==> config.mk <==
export PLATFORM = sky130hd
export DESIGN_NAME = jednostka_skokow
export DESIGN_NICKNAME = d
export VERILOG_FILES = /design/src/rtl/jednostka_skokow.sv
export SDC_FILE = /design/constraint.sdc
export NUM_CORES = 1
export LEC_CHECK = 0
export CAP_MARGIN = 0
export CELL_PAD_IN_SITES_DETAIL_PLACEMENT = 1
export CELL_PAD_IN_SITES_GLOBAL_PLACEMENT = 2
export CORE_MARGIN = 4
export CORE_UTILIZATION = 38
export DETAILED_ROUTE_END_ITERATION = 12
export GPL_TIMING_DRIVEN = 0
export PLACE_DENSITY_LB_ADDON = 0.08
export SYNTH_ARGS = -nofsm -noshare
export SYNTH_HDL_FRONTEND = slang
export SYNTH_SLANG_ARGS = --single-unit
export TNS_END_PERCENT = 30
==> constraint.sdc <==
create_clock -name clk -period 3.9 [get_ports clk]
set_clock_uncertainty 0.1 [all_clocks]
set_input_delay 0.585 -clock clk [delete_from_list [all_inputs] [get_ports clk]]
set_output_delay 0.585 -clock clk [all_outputs]
set_load 0.02 [all_outputs]
==> src/rtl/jednostka_skokow.sv <==
// Jump/call-return unit: resolves JMP/JZ/JNZ/CALL/RET into a jump request for the
// program counter and keeps a hardware return-address stack with sticky error flags.
module jednostka_skokow #(
    parameter int AW    = 8,
    parameter int DEPTH = 8,
    parameter int DW    = 4
) (
    input  logic          clk,
    input  logic          rst,
    input  logic          en,
    input  logic [2:0]    op,
    input  logic [AW-1:0] cel,
    input  logic [AW-1:0] pc,
    input  logic          flaga,
    input  logic          clr_bledu,
    output logic          jmp_en,
    output logic [AW-1:0] adres_skoku,
    output logic [DW-1:0] glebokosc,
    output logic          blad_przepelnienia,
    output logic          blad_niedomiaru
);

    localparam int PW = (DEPTH > 1) ? $clog2(DEPTH) : 1;

    typedef enum logic [2:0] {
        OP_NOP  = 3'b000,
        OP_JMP  = 3'b001,
        OP_JZ   = 3'b010,
        OP_JNZ  = 3'b011,
        OP_CALL = 3'b100,
        OP_RET  = 3'b101
    } op_t;

    logic [AW-1:0] stos [DEPTH];
    logic [DW-1:0] wsk;
    logic          blad_prz_q;
    logic          blad_nie_q;

    logic          pelny;
    logic          pusty;
    logic [PW-1:0] idx_push;
    logic [PW-1:0] idx_top;
    logic [AW-1:0] szczyt;

    logic          skok;
    logic [AW-1:0] adres;
    logic          push;
    logic          pop;
    logic          err_prz;
    logic          err_nie;

    assign pelny    = (wsk == DW'(DEPTH));
    assign pusty    = (wsk == '0);
    assign idx_push = PW'(wsk);
    // Top-of-stack index is only meaningful when the stack is non-empty.
    assign idx_top  = PW'(wsk - DW'(1));
    assign szczyt   = stos[idx_top];

    // NOTE: every signal driven here gets a default first, so no path can infer a latch.
    always_comb begin
        skok    = 1'b0;
        adres   = '0;
        push    = 1'b0;
        pop     = 1'b0;
        err_prz = 1'b0;
        err_nie = 1'b0;
        if (rst && en) begin
            case (op_t'(op))
                OP_JMP: begin
                    skok  = 1'b1;
                    adres = cel;
                end
                OP_JZ: begin
                    skok  = flaga;
                    adres = flaga ? cel : '0;
                end
                OP_JNZ: begin
                    skok  = !flaga;
                    adres = flaga ? '0 : cel;
                end
                OP_CALL: begin
                    if (pelny) begin
                        err_prz = 1'b1;
                    end else begin
                        skok  = 1'b1;
                        adres = cel;
                        push  = 1'b1;
                    end
                end
                OP_RET: begin
                    if (pusty) begin
                        err_nie = 1'b1;
                    end else begin
                        skok  = 1'b1;
                        adres = szczyt;
                        pop   = 1'b1;
                    end
                end
                default: ;
            endcase
        end
    end

    assign jmp_en      = skok;
    assign adres_skoku = adres;

    // NOTE: sequential state uses non-blocking assignments so all registers update together.
    // NOTE: the stack array is reset as well, so a post-reset stack never holds old addresses.
    always_ff @(posedge clk or negedge rst) begin
        if (!rst) begin
            for (int i = 0; i < DEPTH; i++) begin
                stos[i] <= '0;
            end
            wsk        <= '0;
            blad_prz_q <= 1'b0;
            blad_nie_q <= 1'b0;
        end else begin
            if (push) begin
                stos[idx_push] <= pc + AW'(1);
                wsk            <= wsk + DW'(1);
            end else if (pop) begin
                wsk <= wsk - DW'(1);
            end
            // A new error in the same cycle as a clear keeps the flag set.
            blad_prz_q <= err_prz | (blad_prz_q & !clr_bledu);
            blad_nie_q <= err_nie | (blad_nie_q & !clr_bledu);
        end
    end

    assign glebokosc          = wsk;
    assign blad_przepelnienia = blad_prz_q;
    assign blad_niedomiaru    = blad_nie_q;

endmodule

# [Word level (Yosys, flattened, before mapping)]
# Index checks and enable logic that the tools add are counted.
[totals] regBits=70 latchBits=0 ramBits=0 rom_bits=0 wordCells=63 memories=0
[classes] n_addsub=3 n_mul=0 div=0 magnitude_cmp=3 eq_ne=6 n_shift=0 muxes=28 bitwise=6 reduce_logical=6
[ops] op="64-bit bitwise mux" count=1
[ops] op="8-bit two-way mux" count=8
[ops] op="8-bit case mux with 5 select lines" count=1
[ops] op="8-bit binary-select mux with 3-bit select" count=1
[ops] op="8-bit demux with 3-bit select" count=1
[ops] op="1-bit two-way mux" count=13
[ops] op="8-bit by 1-bit adder with 8-bit output, second input constant" count=1
[ops] op="4-bit >= comparator, second input constant" count=2
[ops] op="4-bit two-way mux" count=2
[ops] op="3-bit NOT with 4-bit output" count=2
[ops] op="3-bit by 2-bit == test with 1-bit output, second input constant" count=2
[ops] op="3-bit == test, second input constant" count=2
[ops] op="1-bit case mux with 5 select lines" count=1
[ops] op="4-bit by 1-bit adder with 4-bit output, second input constant" count=1
[ops] op="4-bit == test, second input constant" count=1
[ops] op="4-bit zero test" count=1
[ops] op="4-bit by 1-bit < comparator with 1-bit output, second input constant" count=1
[ops] op="4-bit by 1-bit subtractor with 4-bit output, second input constant" count=1
[ops] op="3-bit by 1-bit == test with 1-bit output, second input constant" count=1
[ops] op="1-bit bitwise AND" count=2
[ops] op="1-bit logical AND" count=2
[ops] op="1-bit zero test" count=2
[ops] op="1-bit bitwise OR" count=2
[ops] op="2-bit nonzero test" count=1

# [Logic depth before layout (Yosys ltp)]
[logic_depth] word_depth=8 ltp_mapped=10

# [Least setup slack after synthesis]
# OpenSTA, ideal clock, no wires.
[synth_path] path_type="register to output" startpoint="register wsk[0], in the netlist glebokosc[0]" endpoint="output adres_skoku[0]" arrival_time_ps=2790 t_required_ps=3215 path_slack_ps=425 stages_incl_launch_ff=10 path_cell_list="dfrtp_1 > buf_2 > buf_2 > inv_1 > ha_1 > buf_2 > buf_1 > clkbuf_1 > a211oi_1 > o32ai_1"
[synth_via] elab_chain_len=8 elab_cells_between_ends=11 cone_classes="1 x add/sub; 1 x eq/ne; 7 x mux; 1 x bitwise; 1 x reduce/logical"
[synth_rtl] element="start, declared" line="35" rtl="logic [DW-1:0] wsk;"
[synth_rtl] element="start signal, assigned" line="120" rtl="wsk <= wsk + DW'(1);"
[synth_rtl] element="start signal, assigned" line="122" rtl="wsk <= wsk - DW'(1);"
[synth_rtl] element="4-bit by 1-bit subtractor with 4-bit output"
[synth_rtl] element="named net idx_top[0]" line="42" rtl="logic [PW-1:0] idx_top;"
[synth_rtl] element="3-bit NOT with 4-bit output (not written as such)" line="57" rtl="assign szczyt = stos[idx_top];"
[synth_rtl] element="8-bit binary-select mux with 3-bit select" line="57"
[synth_rtl] element="8-bit two-way mux (not written as such) (2 in a row)" line="57"
[synth_rtl] element="8-bit two-way mux" line="91" rtl="if (pusty) begin"
[synth_rtl] element="8-bit case mux with 5 select lines" line="68" rtl="case (op_t'(op))"
[synth_rtl] element="8-bit two-way mux" line="67" rtl="if (rst && en) begin"
[synth_rtl] element="end, declared" line="17" rtl="output logic [AW-1:0] adres_skoku,"
# The timed path passes the listed nets, and every way through them passes these cells. The select of a mux whose other input is x is not followed.

# [Worst setup path in the final report]
[layout_path] startpoint="register wsk[0], in the netlist glebokosc[0]" endpoint="output adres_skoku[6]"
# Same word-level chain as after synthesis.

==> results summary <==
The worst setup path is captured at an output pin. The internal power consumption is roughly 1.8 mW. In this design, the critical path's most frequently occurring cell is buf_4. The number of port buffers is 38.

After routing, the total negative slack on setup checks comes to 0 ns. The critical path launch point type is a register. The core footprint is roughly 9400 sq um. In this run switching power makes up roughly 33% of total power. The post-synthesis share of cell area spent on full adders, half adders and majority gates came out at between 1 and 1.5%. The routed metal-1 wirelength came out at ~4600 microns. The leading area contributor after synthesis is dfrtp_1.

In this run the worst hold path is classified as reg2reg. The slowest stage of the critical path belongs to the cell clkbuf_1. The clock sink total came out at 70. The clock latency reported for the late side of the worst-skew pair came out at ~0.35 ns.

The final weighted congestion in routability-driven placement came out at between 0.7 and 0.8. Combinational logic burns between 30% and 40% of the power. In this run the deepest clock path goes through 2 buffers. The data arrival time at the worst-slack endpoint is between 3 and 4 ns. The share of power burned in registers came out at a little over a third.

The first TritonRoute pass finished after 4 iterations. The number of warnings reported in the yosys synthesis log came out at 0. Of all flip-flops after synthesis, the portion carrying an async set or reset was 100%. The switching power of the nets is around 0.90 mW. The TritonCTS buffer count is 9. The post-synthesis mux area share came out at 25.0%. The biggest fanout along the worst timing path came out at 10. Summing all placed instances gives a cell area of roughly 4300 sq um. The number of hold violations in the final report is 0. The commonest cells after synthesis are 70 x dfrtp_1, 70 x mux2_2, 21 x inv_1.

The clock tree from TritonCTS is done. In this design, the largest share of critical-path delay is due to buffers and inverters. For this configuration, the core starts out at a cell density of between 30% and 40%.

The first-pass GRT wire length came out at ~16,000 microns. The run finished with clean final reports. The area growth from synthesis to final layout is 24.0%. In the post-synthesis netlist, the biggest area contributors are dfrtp_1 47%, mux2_2 21%, mux2i_1 3.5%, inv_1 2.1%, o32ai_1 2.1%.

The worst slew margin relative to its limit is 43.4%. After Yosys synthesis, and, or, nand and nor cells account for 11.7% of the synthesized area. The diode insertion count for antenna repair came out at 0. The count of flip-flops with a built-in enable after synthesis is 0. The largest stage delay on the critical path is 0.42 ns. The worst-case vdd ir drop came out at 0.000229 V. The part of the Yosys area used for sequential elements is between 40% and 50%.

Among all flip-flop cells after synthesis, the most frequent one is dfrtp_1. In this run the horizontal extent of the chip is 107 microns. The distinct cell type count of the synthesized netlist is 46.

The share of post-route cells with drive strength above 1 is roughly a third. The mean area per synthesized cell is 11.7 sq um. The post-DP HPWL came out at between 6000 and 7000 microns.

The signal on the critical path passes through buf_4 -> buf_4 -> inv_1 -> ha_1 -> xnor2_2 -> or2_2 -> clkbuf_1 -> o211ai_1 -> o22ai_1 -> dlygate4sd2_1. The fraction of the cycle the final worst path needs came out at a little over nine tenths. The number of pins exceeding their max-slew limit in the final report is 0.

The die area is between 10,000 and 15,000 sq um. The final routed DRC violation total is 0. The number of maximum-capacitance violations is 0. CTS placed an instance of clkbuf_8 at the clock tree root. For the pin with the worst max-slew slack, the measured transition is approximately 0.84 ns. The average wire per standard cell came out at slightly below 20 microns. The number of nets in the layout is just under 400. The synthesized netlist devotes under 10% of its cell area to compound gates. The count of vias placed by the detailed router is 2,647.

The wire length on met2 came out at 4800 microns. The total met3 wirelength after detailed routing came out at between 200 and 300 microns. The sum of overflow across all layers after global routing came out at 0.

The number of top-level pins came out at 39. The site row count came out at 35. The vertical die dimension came out at ~110 microns.

The required time reported for the critical path endpoint is approximately 3.2 ns. Dividing the detail-routed via count by the number of cells gives between 5 and 6. The synthesis-stage register bit count came out at 70. After detailed routing, the total wire length is 9790 microns. The main combinational cell family by area after synthesis is multiplexers.

Synthesis produced about 320 cells. The power density over cell area came out at ~600 nW/um^2. The part of the total power dissipated in the clock network is 28.9%. Entering global routing, the biggest net connects 58 pins. The clock-pin slew reported for the worst setup and hold paths after clock tree synthesis came out at approximately 0.07 ns. When the netlist entered floorplanning its net count stood at between 300 and 400. The highest metal layer carrying signal wires in the routed design is met4. Counting both buffers and inverters, the worst setup path holds a total of 5. The fmax is 269 MHz. The number of setup violations in the final report came out at 0. Summing every instance area after synthesis gives between 3000 and 4000 sq um.

The number of DRC markers in iteration 0 came out at 69. The post-layout minimum cycle time came out at roughly 3.7 ns. The number of antenna violations at the first check in global routing came out at 0. Summed over all cells, the static leakage comes to roughly 2.1 nW. The share of the synthesized netlist area taken by xor and xnor gates came out at 2.36%. The number of global-route vias before repair is roughly 3.0k. Summed over its instances, the top area cell type makes up between 40 and 50% of the synthesized netlist area. The overall global routing resource usage is between 10% and 20%. The number of nets with antenna violations after routing came out at 0.

The H-tree was split into 3 levels. With fillers left out, the area of the finished cells amounts to between 4000 and 5000 sq um. The critical path class is reg2out.
[per-stage QoR]
stage	power, mW	utilization [%]	instances	hold slack [ns]	setup slack, ns
final	2.69	49.2	502	0.379	0.178
after global routing	2.86	49.2	502	0.402	-0.0334
after CTS	2.70	48.9	502	0.384	0.0723
after detailed placement	1.89	45.7	485	0.366	-0.587
after global placement	1.87	45.5	484	0.364	-2.91
after floorplan	1.57	-	317	0.189	0.425
[flip-flops by register name, indices dropped and copies added (netlist names)]
| name | flops |
|---|---|
| stos | 64 |
| blad_przepelnienia | 1 |
| blad_niedomiaru | 1 |
| glebokosc | 4 |
[area by class of cell]
type	instances	area [sq um]
Inverter	21	78.8
Timing Repair Buffer	40	398
Clock inverter	6	134
Multi-Input combinational cell	211	1850
Sequential cell	70	1750
Buffer	15	110
Clock buffer	10	128
Tap cell	129	161
Fill cell	1038	4760
[power groups by stage]
stage / registers, mW / clock network, mW / logic (mW)
final: 0.947 / 0.778 / 0.969
after global placement: 0.955 / 0 / 0.912
after global routing: 0.968 / 0.833 / 1.06
after floorplan: 0.962 / 0 / 0.610
after CTS: 0.949 / 0.798 / 0.950
after detailed placement: 0.964 / 0 / 0.921
[path summary, 6_finish.rpt]
check                      cells after the start                      from  slack (ns)                   end
min                                            1      stos[16]$_DFFE_PN0P_        0.38  stos[16]$_DFFE_PN0P_
min in group asynchronous                      2                       rst        0.54   stos[8]$_DFFE_PN0P_
max in group asynchronous                      3                       rst        2.59   stos[3]$_DFFE_PN0P_
max reg2reg                                    9  glebokosc[0]$_DFFE_PN0P_        1.04  stos[28]$_DFFE_PN0P_
min reg2reg                                    1      stos[16]$_DFFE_PN0P_        0.38  stos[16]$_DFFE_PN0P_
max                                           10  glebokosc[0]$_DFFE_PN0P_        0.18        adres_skoku[6]
[cell usage in the layout, fill, tap and decap left out, drive strengths merged, types with 7 or more instances in the layout]
cell type and n:
clkbuf 17, o22ai 11, mux2 71, xnor2 7
buf 14, nand2 20, inv 21, a211oi 7
clkdlybuf4s50 29, nor2b 7, dfrtp 70, mux2i 13
nand3 11, o32ai 9
[layer usage]
metal	vias up	track usage [%]
met4	0	4.47
li1	1249	-
met3	9	3.85
met1	1352	25.6
met5	-	0
met2	37	30.9
[timing repair]
| action | 4_1_cts | 5_1_grt |
|---|---|---|
| hold endpoints to repair | 13 | 0 |
| endpoints found under the setup margin | 8 | 8 |
| pin swaps | 1 | 0 |
| setup buffers | 0 | 0 |
| gates resized for setup | 29 | 21 |
| hold buffers | 1 | 0 |
[logic make-up after synthesis]
| group | count (synthesis) |
|---|---|
| simple gates | 70 |
| compound gates | 43 |
| xor+xnor | 10 |
| flops | 70 |
| mux | 84 |
| fa+ha+maj | 4 |
| buf+inv | 36 |
Power figures use the tool's default switching activity.
